$ cat src/rtl/mdpsk_mod.sv
// mdpsk_mod -- M-ary differential PSK modulator.
//
// Serial bits arrive over a valid/ready handshake. Every SYM_CYCLES clocks the
// collected BITS_PER_SYM bits become one symbol. That symbol advances the
// differential phase state, which offsets an NCO phase that feeds a sine table.
//
// Optional build macro: MDPSK_GRAY_EN. When it is defined, symbols are
// Gray-decoded before they are added to the phase state. Otherwise natural
// binary is used.
//
// Ports:
//   clk        : system clock, all logic on the rising edge
//   reset_n    : synchronous active-low reset
//   freq_word  : NCO increment per clock
//   bit_in     : serial data bit
//   bit_valid  : bit_in is valid
//   bit_ready  : a bit can be accepted this cycle (registered)
//   sym_strobe : one-cycle pulse after each symbol boundary
//   diff_state : current differential phase state, 0..2^BITS_PER_SYM-1
//   underrun   : one-cycle pulse when a boundary finds an incomplete symbol
//   wave_out   : signed carrier sample
//   wave_valid : wave_out pipeline has filled since reset
module mdpsk_mod #(
    parameter int DATA_W       = 8,
    parameter int PHASE_W      = 16,
    parameter int LUT_AW       = 8,
    parameter int BITS_PER_SYM = 1,
    parameter int SYM_CYCLES   = 50
) (
    input  logic                      clk,
    input  logic                      reset_n,
    input  logic [PHASE_W-1:0]        freq_word,
    input  logic                      bit_in,
    input  logic                      bit_valid,
    output logic                      bit_ready,
    output logic                      sym_strobe,
    output logic [BITS_PER_SYM-1:0]   diff_state,
    output logic                      underrun,
    output logic signed [DATA_W-1:0]  wave_out,
    output logic                      wave_valid
);
    localparam int CNT_W  = $clog2(SYM_CYCLES);
    localparam int BC_W   = $clog2(BITS_PER_SYM + 1);
    localparam int LUT_N  = 1 << LUT_AW;
    localparam int STAGES = 1;

    // Sine table entry. A Taylor series over [-pi, pi] keeps this to plain
    // real arithmetic so it folds at elaboration.
    function automatic logic signed [DATA_W-1:0] lut_val(input int k);
        real pi, amp, x, term, sum;
        int  r;
        pi  = 3.14159265358979323846;
        amp = real'((1 << (DATA_W - 1)) - 1);
        x   = 2.0 * pi * real'(k) / real'(LUT_N);
        if (x > pi) x = x - 2.0 * pi;
        term = x;
        sum  = x;
        for (int i = 1; i < 10; i++) begin
            term = -term * x * x / real'((2 * i) * (2 * i + 1));
            sum  = sum + term;
        end
        sum = amp * sum;
        if (sum >= 0.0) r = $rtoi(sum + 0.5);
        else            r = -$rtoi(0.5 - sum);
        return DATA_W'(r);
    endfunction

    logic signed [DATA_W-1:0] lut [LUT_N];
    for (genvar k = 0; k < LUT_N; k++) begin : g_lut
        assign lut[k] = lut_val(k);
    end

    logic [PHASE_W-1:0]      acc;
    logic [CNT_W-1:0]        sym_cnt;
    logic [BC_W-1:0]         bit_cnt, bit_cnt_nxt;
    logic [BITS_PER_SYM-1:0] shreg, shreg_nxt, map_s;
    logic [BITS_PER_SYM:0]   sh_ext;
    logic [LUT_AW-1:0]       idx;
    logic [STAGES:0]         vld_pipe;
    logic [PHASE_W-1:0]      phase;
    logic                    boundary, full, accept;

    assign boundary = (sym_cnt == CNT_W'(SYM_CYCLES - 1));
    assign full     = (bit_cnt == BC_W'(BITS_PER_SYM));
    assign accept   = bit_valid & bit_ready;
    assign sh_ext   = {shreg, bit_in};  // first bit received ends up as the MSB
    assign phase    = acc + (PHASE_W'(diff_state) << (PHASE_W - BITS_PER_SYM));
    assign wave_valid = vld_pipe[STAGES];

    // Symbol to phase-step mapping.
    always_comb begin
        map_s = shreg;
`ifdef MDPSK_GRAY_EN
        for (int i = BITS_PER_SYM - 2; i >= 0; i--)
            map_s[i] = map_s[i+1] ^ shreg[i];
`endif
    end

    // A full buffer is consumed on the boundary. Otherwise partial bits are
    // kept, and a bit accepted on the boundary edge counts toward the next symbol.
    always_comb begin
        bit_cnt_nxt = bit_cnt;
        shreg_nxt   = shreg;
        if (boundary && full) begin
            bit_cnt_nxt = '0;
            shreg_nxt   = '0;
        end else if (accept) begin
            bit_cnt_nxt = bit_cnt + BC_W'(1);
            shreg_nxt   = sh_ext[BITS_PER_SYM-1:0];
        end
    end

    always_ff @(posedge clk) begin
        if (!reset_n) begin
            acc        <= '0;
            sym_cnt    <= '0;
            bit_cnt    <= '0;
            shreg      <= '0;
            diff_state <= '0;
            bit_ready  <= 1'b0;
            sym_strobe <= 1'b0;
            underrun   <= 1'b0;
            idx        <= '0;
            wave_out   <= '0;
            vld_pipe   <= '0;
        end else begin
            acc        <= acc + freq_word;
            sym_cnt    <= boundary ? '0 : sym_cnt + CNT_W'(1);
            sym_strobe <= boundary;
            underrun   <= boundary && !full;
            if (boundary && full)
                diff_state <= diff_state + map_s;
            bit_cnt    <= bit_cnt_nxt;
            shreg      <= shreg_nxt;
            bit_ready  <= (bit_cnt_nxt < BC_W'(BITS_PER_SYM));
            // Two-stage output: phase index, then table read.
            idx        <= phase[PHASE_W-1 -: LUT_AW];
            wave_out   <= lut[idx];
            vld_pipe   <= {vld_pipe[STAGES-1:0], 1'b1};
        end
    end
endmodule

$ cat config.mk
export PLATFORM = sky130hd
export DESIGN_NAME = mdpsk_mod
export DESIGN_NICKNAME = d
export VERILOG_FILES = /design/src/rtl/mdpsk_mod.sv
export SDC_FILE = /design/constraint.sdc
export NUM_CORES = 1
export LEC_CHECK = 0
export ABC_AREA = 1
export CAP_MARGIN = 10
export CORE_ASPECT_RATIO = 1.4
export CORE_MARGIN = 3
export CORE_UTILIZATION = 40
export CTS_BUF_LIST = sky130_fd_sc_hd__clkbuf_2 sky130_fd_sc_hd__clkbuf_4 sky130_fd_sc_hd__clkbuf_8
export CTS_CLUSTER_DIAMETER = 60
export DETAILED_ROUTE_END_ITERATION = 10
export PLACE_DENSITY_LB_ADDON = 0.2
export REMOVE_ABC_BUFFERS = 1
export SLEW_MARGIN = 20
export SYNTH_ARGS = -nofsm -noshare
export SYNTH_HDL_FRONTEND = slang
export SYNTH_SLANG_ARGS = --single-unit
$ cat constraint.sdc
create_clock -name clk -period 1.99 [get_ports clk]
set_input_delay 0.398 -clock clk [delete_from_list [all_inputs] [get_ports clk]]
set_output_delay 0.398 -clock clk [all_outputs]
set_load 0.02 [all_outputs]
[Word-level counts from Yosys, hierarchy flattened]
Memory sizes are Yosys's and may differ from the RTL's. A register that Yosys moved wholly into a read port is not among the register bits.
Cells that the tools add are included.
Storage, ports and cells
  register bits: 38
  ROM bits: 2048
  bits of input ports: 20
  output and inout port bits: 13
  memories: 1
Cells by class
  add/sub/neg operators: 5
  magnitude comparators: 1
  eq/ne operators: 1
  multiplexer cells: 3
  bitwise logic cells: 3
  reduce and logical (&&, ||, !) cells: 6
Memories
  (no name shown): words 256, width 8, read ports 1, clocked after Yosys merged registers in 1, write ports 0, RTL line 138  | wave_out <= lut[idx];
Operator list (number)
  $add 16x16->16: 2
  $not 8->9: 1
  $add 6x1->6 const B: 1
  $eq 6x6->1 const B: 1
  $reduce_or 2->1: 2
  $mux 1: 3
  $logic_and 1x1->1: 2
  $logic_not 1->1: 2
  $add 1x1->1: 1
  $add 1x1->1 const B: 1
  $and 1x1->1: 1
  $lt 1x1->1 const B: 1
  $not 1->1: 1

[Longest topological paths before layout]
Gate-level depths: netlist (run 1).
  depth after elaboration: 4
  mapped depth: 14
  mapped depth without buffers: 14

[Worst setup path after synthesis (run 1)]
OpenSTA, ideal clock, no wires.
  path kind: reg-to-reg
  start point: register idx[0]
  end point: register wave_out[1]
  setup time: 112 ps
  data arrival time: 1729 ps
  required time: 1878 ps
  path slack: 149 ps
  cell stages (with the launch flop): 15
  path buffers: 0
  cell sequence: dfxtp_1 > inv_1 > ha_1 > inv_1 > nand2_1 > nand3_1 > nand2_1 > nand2_1 > nand2_1 > inv_1 > nand2_1 > nand2_1 > nand2_1 > nand2_1 > nand2_1
On the way
  longest elaborated chain between the ends: 1
RTL lines
  from (decl): RTL line 78  | logic [LUT_AW-1:0] idx;
  from (signal assigned): RTL line 137  | idx <= phase[PHASE_W-1 -: LUT_AW];
  $not 8->9 (not written as such): RTL line 138
  to (decl): RTL line 39  | output logic signed [DATA_W-1:0] wave_out,
Every way passes these cells.
A chain may end at the register's enable or synchronous reset.

[Worst setup path in the final report (run 1)]
Ends and elaborated chain as after synthesis.

==> results of run 1 <==
==> cells by family after synthesis <==
family | synth area share
and+or+nand+nor | 0.444
xor gates and xnor gates | 0.00899
buffers and inverters | 0.0886
AOI/OAI and AO/OA | 0.124
adders and majority gates | 0.0982
DFF | 0.236
==> stage by stage <==
stage                     instance area (µm²)  hold slack, ns  setup WS (ns)  cells  total power, W
after CTS                                4630           0.427         0.0628    834         0.00486
after global routing                     4640           0.465        -0.0382    834         0.00531
after global placement                   4540           0.407         -0.245    826         0.00426
final                                    4640           0.423          0.140    834         0.00487
after floorplan                          3770           0.390        -0.0604    646         0.00314
after detailed placement                 4540           0.406         -0.271    826         0.00425
==> cell usage after synthesis <==
master and number:
and3_1 1, a21oi_1 41, buf_6 1, xor2_1 1, dfxtp_1 46, nor2_4 2, nor2_2 4, nand2_1 255
a21o_1 2, nor2_1 66, o211ai_1 5, buf_2 9, inv_2 5, a21oi_2 1, nand3b_1 1, o31ai_1 1
nand2_2 4, or2_2 3, o22ai_1 3, o21a_1 2, o21ai_0 28, a31oi_1 1, xnor2_1 3, clkbuf_1 2
o21bai_1 1, ha_1 29, and2_1 1, nand3_1 70, o21ai_1 4, nor3b_1 2, inv_1 54, fa_1 1
nor3_1 5, nand4_1 4, buf_4 8
==> final cells by class <==
cell class	instances	area, µm²
inverters	59	221
fillers	1015	4820
multi-input cells	541	2640
clock inverters	3	23.8
clock buffers	5	68.8
well taps	110	138
flip-flops and latches	46	921
repair buffers	70	631
==> what timing repair did <==
action | in CTS | in global routing
resized for setup | 0 | 3
endpoints found under the hold margin | 0 | 0
hold buffers | 0 | 0
endpoints found under the setup margin | 0 | 4
==> layer usage <==
metal | GRT usage | share of wire | wire (µm) | vias up
met5 | 0 | 0 | 0 | -
met4 | 0.158 | 0.067 | 825 | 0
met3 | 0.0336 | 0.062 | 774 | 59
li1 | - | - | - | 2268
met2 | 0.423 | 0.50 | 6240 | 187
met1 | 0.252 | 0.37 | 4570 | 1911
==> registers in the layout (all words and copies together) (netlist names) <==
name / flops
acc: 16
idx: 8
wave_out: 8
sym_cnt: 6
vld_pipe: 2
bit_cnt: 1
bit_ready: 1
diff_state: 1
map_s: 1
sym_strobe: 1
underrun: 1
==> tightest hold or removal path: stages, from the launching register on <==
cell,delay [ns]
dfxtp_1,0.31
nand2_1,0.05
inv_1,0.03
==> report_power, final <==
group | internal (W) | total (W) | leakage [nW] | switching [W]
clock network | 0.000251 | 0.000596 | 0.0408 | 0.000345
logic | 0.00113 | 0.00303 | 1.97 | 0.00190
registers | 0.00112 | 0.00125 | 0.380 | 0.000124
total | 0.00250 | 0.00487 | 2.39 | 0.00237
==> placed cells by master (no fill, tap or decap), drive strengths merged, types with 2 or more instances in the layout <==
| cell type | netlist | final |
|---|---|---|
| o21ai | 32 | 32 |
| nor3b | 2 | 2 |
| nand2 | 259 | 259 |
| or2 | 3 | 3 |
| nand3 | 70 | 70 |
| xnor2 | 3 | 3 |
| o22ai | 3 | 3 |
| o21a | 2 | 2 |
| a21oi | 42 | 42 |
| dfxtp | 46 | 46 |
| ha | 29 | 29 |
| clkbuf | 2 | 5 |
| o211ai | 5 | 5 |
| inv | 59 | 60 |
| nor3 | 5 | 5 |
| buf | 18 | 38 |
| clkdlybuf4s50 | 0 | 32 |
| a21o | 2 | 2 |
| clkinvlp | 0 | 2 |
| nand4 | 4 | 4 |
| nor2 | 72 | 72 |
==> final timing paths <==
path | from | endpoint | depth (start not counted)
worst max-delay path | idx[0] | wave_out[1] | 15
worst min-delay path | vld_pipe[0] | vld_pipe[1] | 2
worst max register to register | idx[0] | wave_out[1] | 15
worst min register to register | vld_pipe[0] | vld_pipe[1] | 2
==> metrics.cfg, run 1 <==
[layout]
areaGrowthSynthToFinish_pct = 19.1
final_util = 0.491
drive_above_1_share = 0.0939
antenna_cells = 0
nets = 773

[setup_path]
r2r_slack_ns = 0.14
end_kind = register
critPathMaxFanout = 3
worstSetupStartpointType = register
crit_path_top_delay_cell = dfxtp_1
crit_family = simple AND/OR/NAND/NOR gates
worst-path-buf-inv = 4
cp.required_ns = 2.20
cpMostUsedCell = nand2_1
criticalPathCategory = register to register
worstPathCellList = inv_1, ha_1, inv_1, nand2_1, buf_4, nand2_1, nand2_1, nand2_1, nand3_1, nand2_1, nand2_1, inv_1, nand2_1, nand2_1, nand2_1
crit_arrival_ns = 2.06
cp_slowest_stage_delay_ns = 0.34

[power]
power.density_nw_per_um2 = 1050
power.leakage_nw = 2.39
irDropWorstVdd_mv = 0.546

[clock_tree]
worstSkewPairLatency_ns = 0.31
clockBufferDepth = 2
cts.clk_slew.worst_paths_ns = 0.09
root_buffer = clkbuf_8
cts_setup_buffers = 0
clkSinkCount = 46
cts-htree-levels = 2
cts_buffers = 5
cts_tree = done

[floorplan]
die_y_um = 123
core_area_um2 = 9460
start_util = 0.412
dieArea_um2 = 11000
die_x_um = 89.4
boundaryPins = 33
row_count = 42

[grt]
grt_overflow_total = 0
grt_pass1_wl_mm = 20.2
antenna_found_initial = 0
grt_start_max_net_pins = 25
grt_pass1_vias = 4289
grt_use_total = 0.238

[sta]
hold_viol_final = 0
slew_viol_final = 0
rsz0062_at_grt = yes
fmax_mhz = 540
setup_viol = 0
tns_ns = 0
clock_skew_ns = 0.00838
timing.final.crit_share = 0.930
fin_crit_ns = 1.85
slew_headroom = 0.713
worst_slew_pin_slew_ns = 0.430

[logic_synthesis]
yosysWarnings = 0
syn_inst = 666
synth_area_um2 = 3900
synth_area_leaders = nand2_1 (25%), dfxtp_1 (24%), ha_1 (9.3%), nand3_1 (9.0%), nor2_1 (6.4%)
yosys.area.top_type = nand2_1
ys_seq_area_frac = 0.236
syn_area_per_cell_um2 = 5.85
postSynthRegisterBits = 46
synth_cell_types = 35
synth_top_area_frac = 0.246

[detailed_routing]
num_vias = 4425
drc_errors = 0
dr.pass1.iters = 5
postRouteAntennaNets = 0
wl_mm = 12.4
avgRoutedWirePerCell_um = 14.9
via_per_inst = 5.31
drtIter0Drc = 324

[run]
drv_cap = 0

[placement]
dp_hpwl_mm = 9.82
finalWeightedCongestion = 1.00
numPortBuffers = 32

[run_status]
status = finished, final reports clean

[hold_path]
hold_path_class = register to register

(Power assumes the default switching activity.)
==> inputs of run 2 (changes only) <==
--- a/config.mk
+++ b/config.mk
@@ -13,6 +13,7 @@
 export CTS_BUF_LIST = sky130_fd_sc_hd__clkbuf_2 sky130_fd_sc_hd__clkbuf_4 sky130_fd_sc_hd__clkbuf_8
 export CTS_CLUSTER_DIAMETER = 60
 export DETAILED_ROUTE_END_ITERATION = 10
+export DONT_BUFFER_PORTS = 1
 export PLACE_DENSITY_LB_ADDON = 0.2
 export REMOVE_ABC_BUFFERS = 1
 export SLEW_MARGIN = 20
==> run 2 against run 1 <==
Compared with the run above:
- critical path depth down 4
- clock skew is 0.0035 ns higher
- hold slack worse by 0.32 ns
- non-clock buffer count shrank 49
- combinational power shrank 13%
- global-route usage down 0.75 points
- flip-flop and latch count stayed put
- register-to-register slack got worse by 0.03 ns
- critical path type unchanged
==> metrics.cfg, run 2 (synthesized netlist as in run 1, its figures left out) <==
[run_status]
status = finished, final reports clean

[layout]
final_util = 0.444  ; -0.0468
final_cell_mix = nand2_1 (255), nand3_1 (70), nor2_1 (65)
drive_above_1_share = 0.0770  ; -0.0169
finalInstanceArea_um2 = 4200  ; -9.5%
areaGrowthSynthToFinish_pct = 7.74
antenna_cells = 0  ; unchanged
top_regs = acc (16), idx (8), wave_out (8)
final_common_cell = nand2_1
largest_reg_flops = 16  ; unchanged
regMostFlops = acc
nets = 724  ; -6.3%

[setup_path]
r2r_slack_ns = 0.11  ; -0.03 ns
crit_path_top_delay_cell = o21ai_0
cp.required_ns = 2.20  ; about the same
criticalPathCategory = register to register
worstSetupStartpointType = register
cp_slowest_stage_delay_ns = 0.36  ; +0.02 ns
critPathMaxFanout = 11  ; +8
cpMostUsedCell = nand2_1
worstPathCellList = buf_4, ha_1, inv_1, nand2_2, nand2_1, nand2_1, nand2_1, o21ai_0, nand3_1, nand2_1, nand2_1
end_kind = register
crit_arrival_ns = 2.09  ; +0.03 ns

[detailed_routing]
wl_mm = 12.1  ; -2.5%
postRouteAntennaNets = 0  ; unchanged
via_per_inst = 5.54  ; +4.5%
dr.pass1.iters = 5  ; unchanged
drc_errors = 0  ; unchanged
num_vias = 4351  ; -1.7%
drtIter0Drc = 379  ; +17%
avgRoutedWirePerCell_um = 15.4  ; +3.6%

[sta]
slew_viol_final = 0  ; unchanged
hold_viol_final = 0  ; unchanged
worst_slew_pin_slew_ns = 0.400  ; -0.0301 ns
slew_headroom = 0.730  ; +0.0175
fin_crit_ns = 1.88  ; +0.0346 ns
rsz0062_at_grt = no
clock_skew_ns = 0.0119  ; +0.00347 ns
fmax_mhz = 531  ; -1.8%
setup_viol = 0  ; unchanged
timing.final.crit_share = 0.947  ; +0.0174

[grt]
grt_start_max_net_pins = 29  ; +16%
grt_overflow_total = 0  ; unchanged
grtUsageMet2 = 0.399  ; -0.0240
grt_use_total = 0.230  ; -0.00751
grt_pass1_vias = 4115  ; -4.1%
grt_pass1_wl_mm = 19.6  ; -3.2%
globalRouteMet1Util = 0.251  ; -0.000923
antenna_found_initial = 0  ; unchanged
busiest_layer = met2
met3_usage = 0.0403  ; +0.00672

[power]
irDropWorstVdd_mv = 0.527  ; -3.5%
finalPower_w = 0.00459  ; -5.7%
power.leakage_nw = 2.20  ; -8.0%
swShare = 0.501  ; +0.0149
seq_power_share = 0.293  ; +0.037
power.density_nw_per_um2 = 1090  ; +4.2%
switching_power_w = 0.00230  ; -2.9%
comb_power_share = 0.572  ; -0.050
intPower_w = 0.00229  ; -8.5%
pwr-share-clk = 0.135  ; +0.013

[placement]
dp_hpwl_mm = 9.52  ; -3.0%
place_area_um2 = 4090  ; -9.9%
numPortBuffers = 0  ; -100%
finalWeightedCongestion = 0.960  ; -4.2%

[floorplan]
core_area_um2 = 9460  ; unchanged
row_count = 42  ; unchanged
die_x_um = 89.4  ; unchanged
start_util = 0.412  ; unchanged
dieArea_um2 = 11000  ; unchanged
boundaryPins = 33  ; unchanged
die_y_um = 123  ; unchanged

[clock_tree]
cts_setup_buffers = 0  ; unchanged
clockBufferDepth = 2  ; unchanged
clkSinkCount = 46  ; unchanged
cts.clk_slew.worst_paths_ns = 0.10  ; about the same
cts_tree = done
worstSkewPairLatency_ns = 0.31  ; about the same
root_buffer = clkbuf_8
cts-resized-gates = 0  ; unchanged
cts_buffers = 5  ; unchanged
cts_hold_buffers = 0  ; unchanged
cts-htree-levels = 2  ; unchanged

[run]
drv_cap = 0  ; unchanged

[hold_path]
hold_path_class = input pin to register

## run 2: layer usage
layer  part of all wire  wire length (µm)  vias to the layer above
met4              0.070               843                        0
met3              0.055               665                       60
li1                   -                 -                     2172
met2               0.51              6140                      170
met1               0.37              4450                     1949
met5                  0                 0                        -
## run 2: worst paths after layout
check	from	to	cells past startpoint
max	idx[1]	wave_out[0]	11
min	reset_n	vld_pipe[0]	0
max reg2reg	idx[1]	wave_out[0]	11
min reg2reg	vld_pipe[0]	vld_pipe[1]	2
## run 2: worst max-delay path: cells and delay by family (launching register included)
family                   cells  cell delay [ns]
adder cells (fa/ha/maj)      1             0.17
AND/OR/NAND/NOR              7             0.62
flip-flops                   1             0.35
buffers and inverters        2             0.31
AO/OA/AOI/OAI                1             0.36
## run 2: area by class of cell
class	count	area [µm²]
multi-input combinational	541	2640
clock buffer	5	68.8
timing repair buffer	21	183
tap	110	138
sequential	46	923
inverter	59	221
fill	1040	5260
clock inverter	3	26.3
## run 2: power groups by stage
stage               clock (W)  sequential, W  combinational, W
floorplan                   0        0.00139           0.00175
global placement            0        0.00137           0.00260
CTS                  0.000652        0.00135           0.00259
detailed placement          0        0.00137           0.00258
global route         0.000681        0.00137           0.00296
finish               0.000619        0.00134           0.00263
## run 2: through the flow
step	worst slack, ns	cells	hold slack (ns)	TNS [ns]
after global routing	0.0233	785	0.0819	0
after CTS	0.0782	785	0.0912	0
after floorplan	-0.0604	646	0.390	-0.0920
final	0.105	785	0.105	0
after global placement	0.0595	777	0.406	0
after detailed placement	0.0919	777	0.408	0
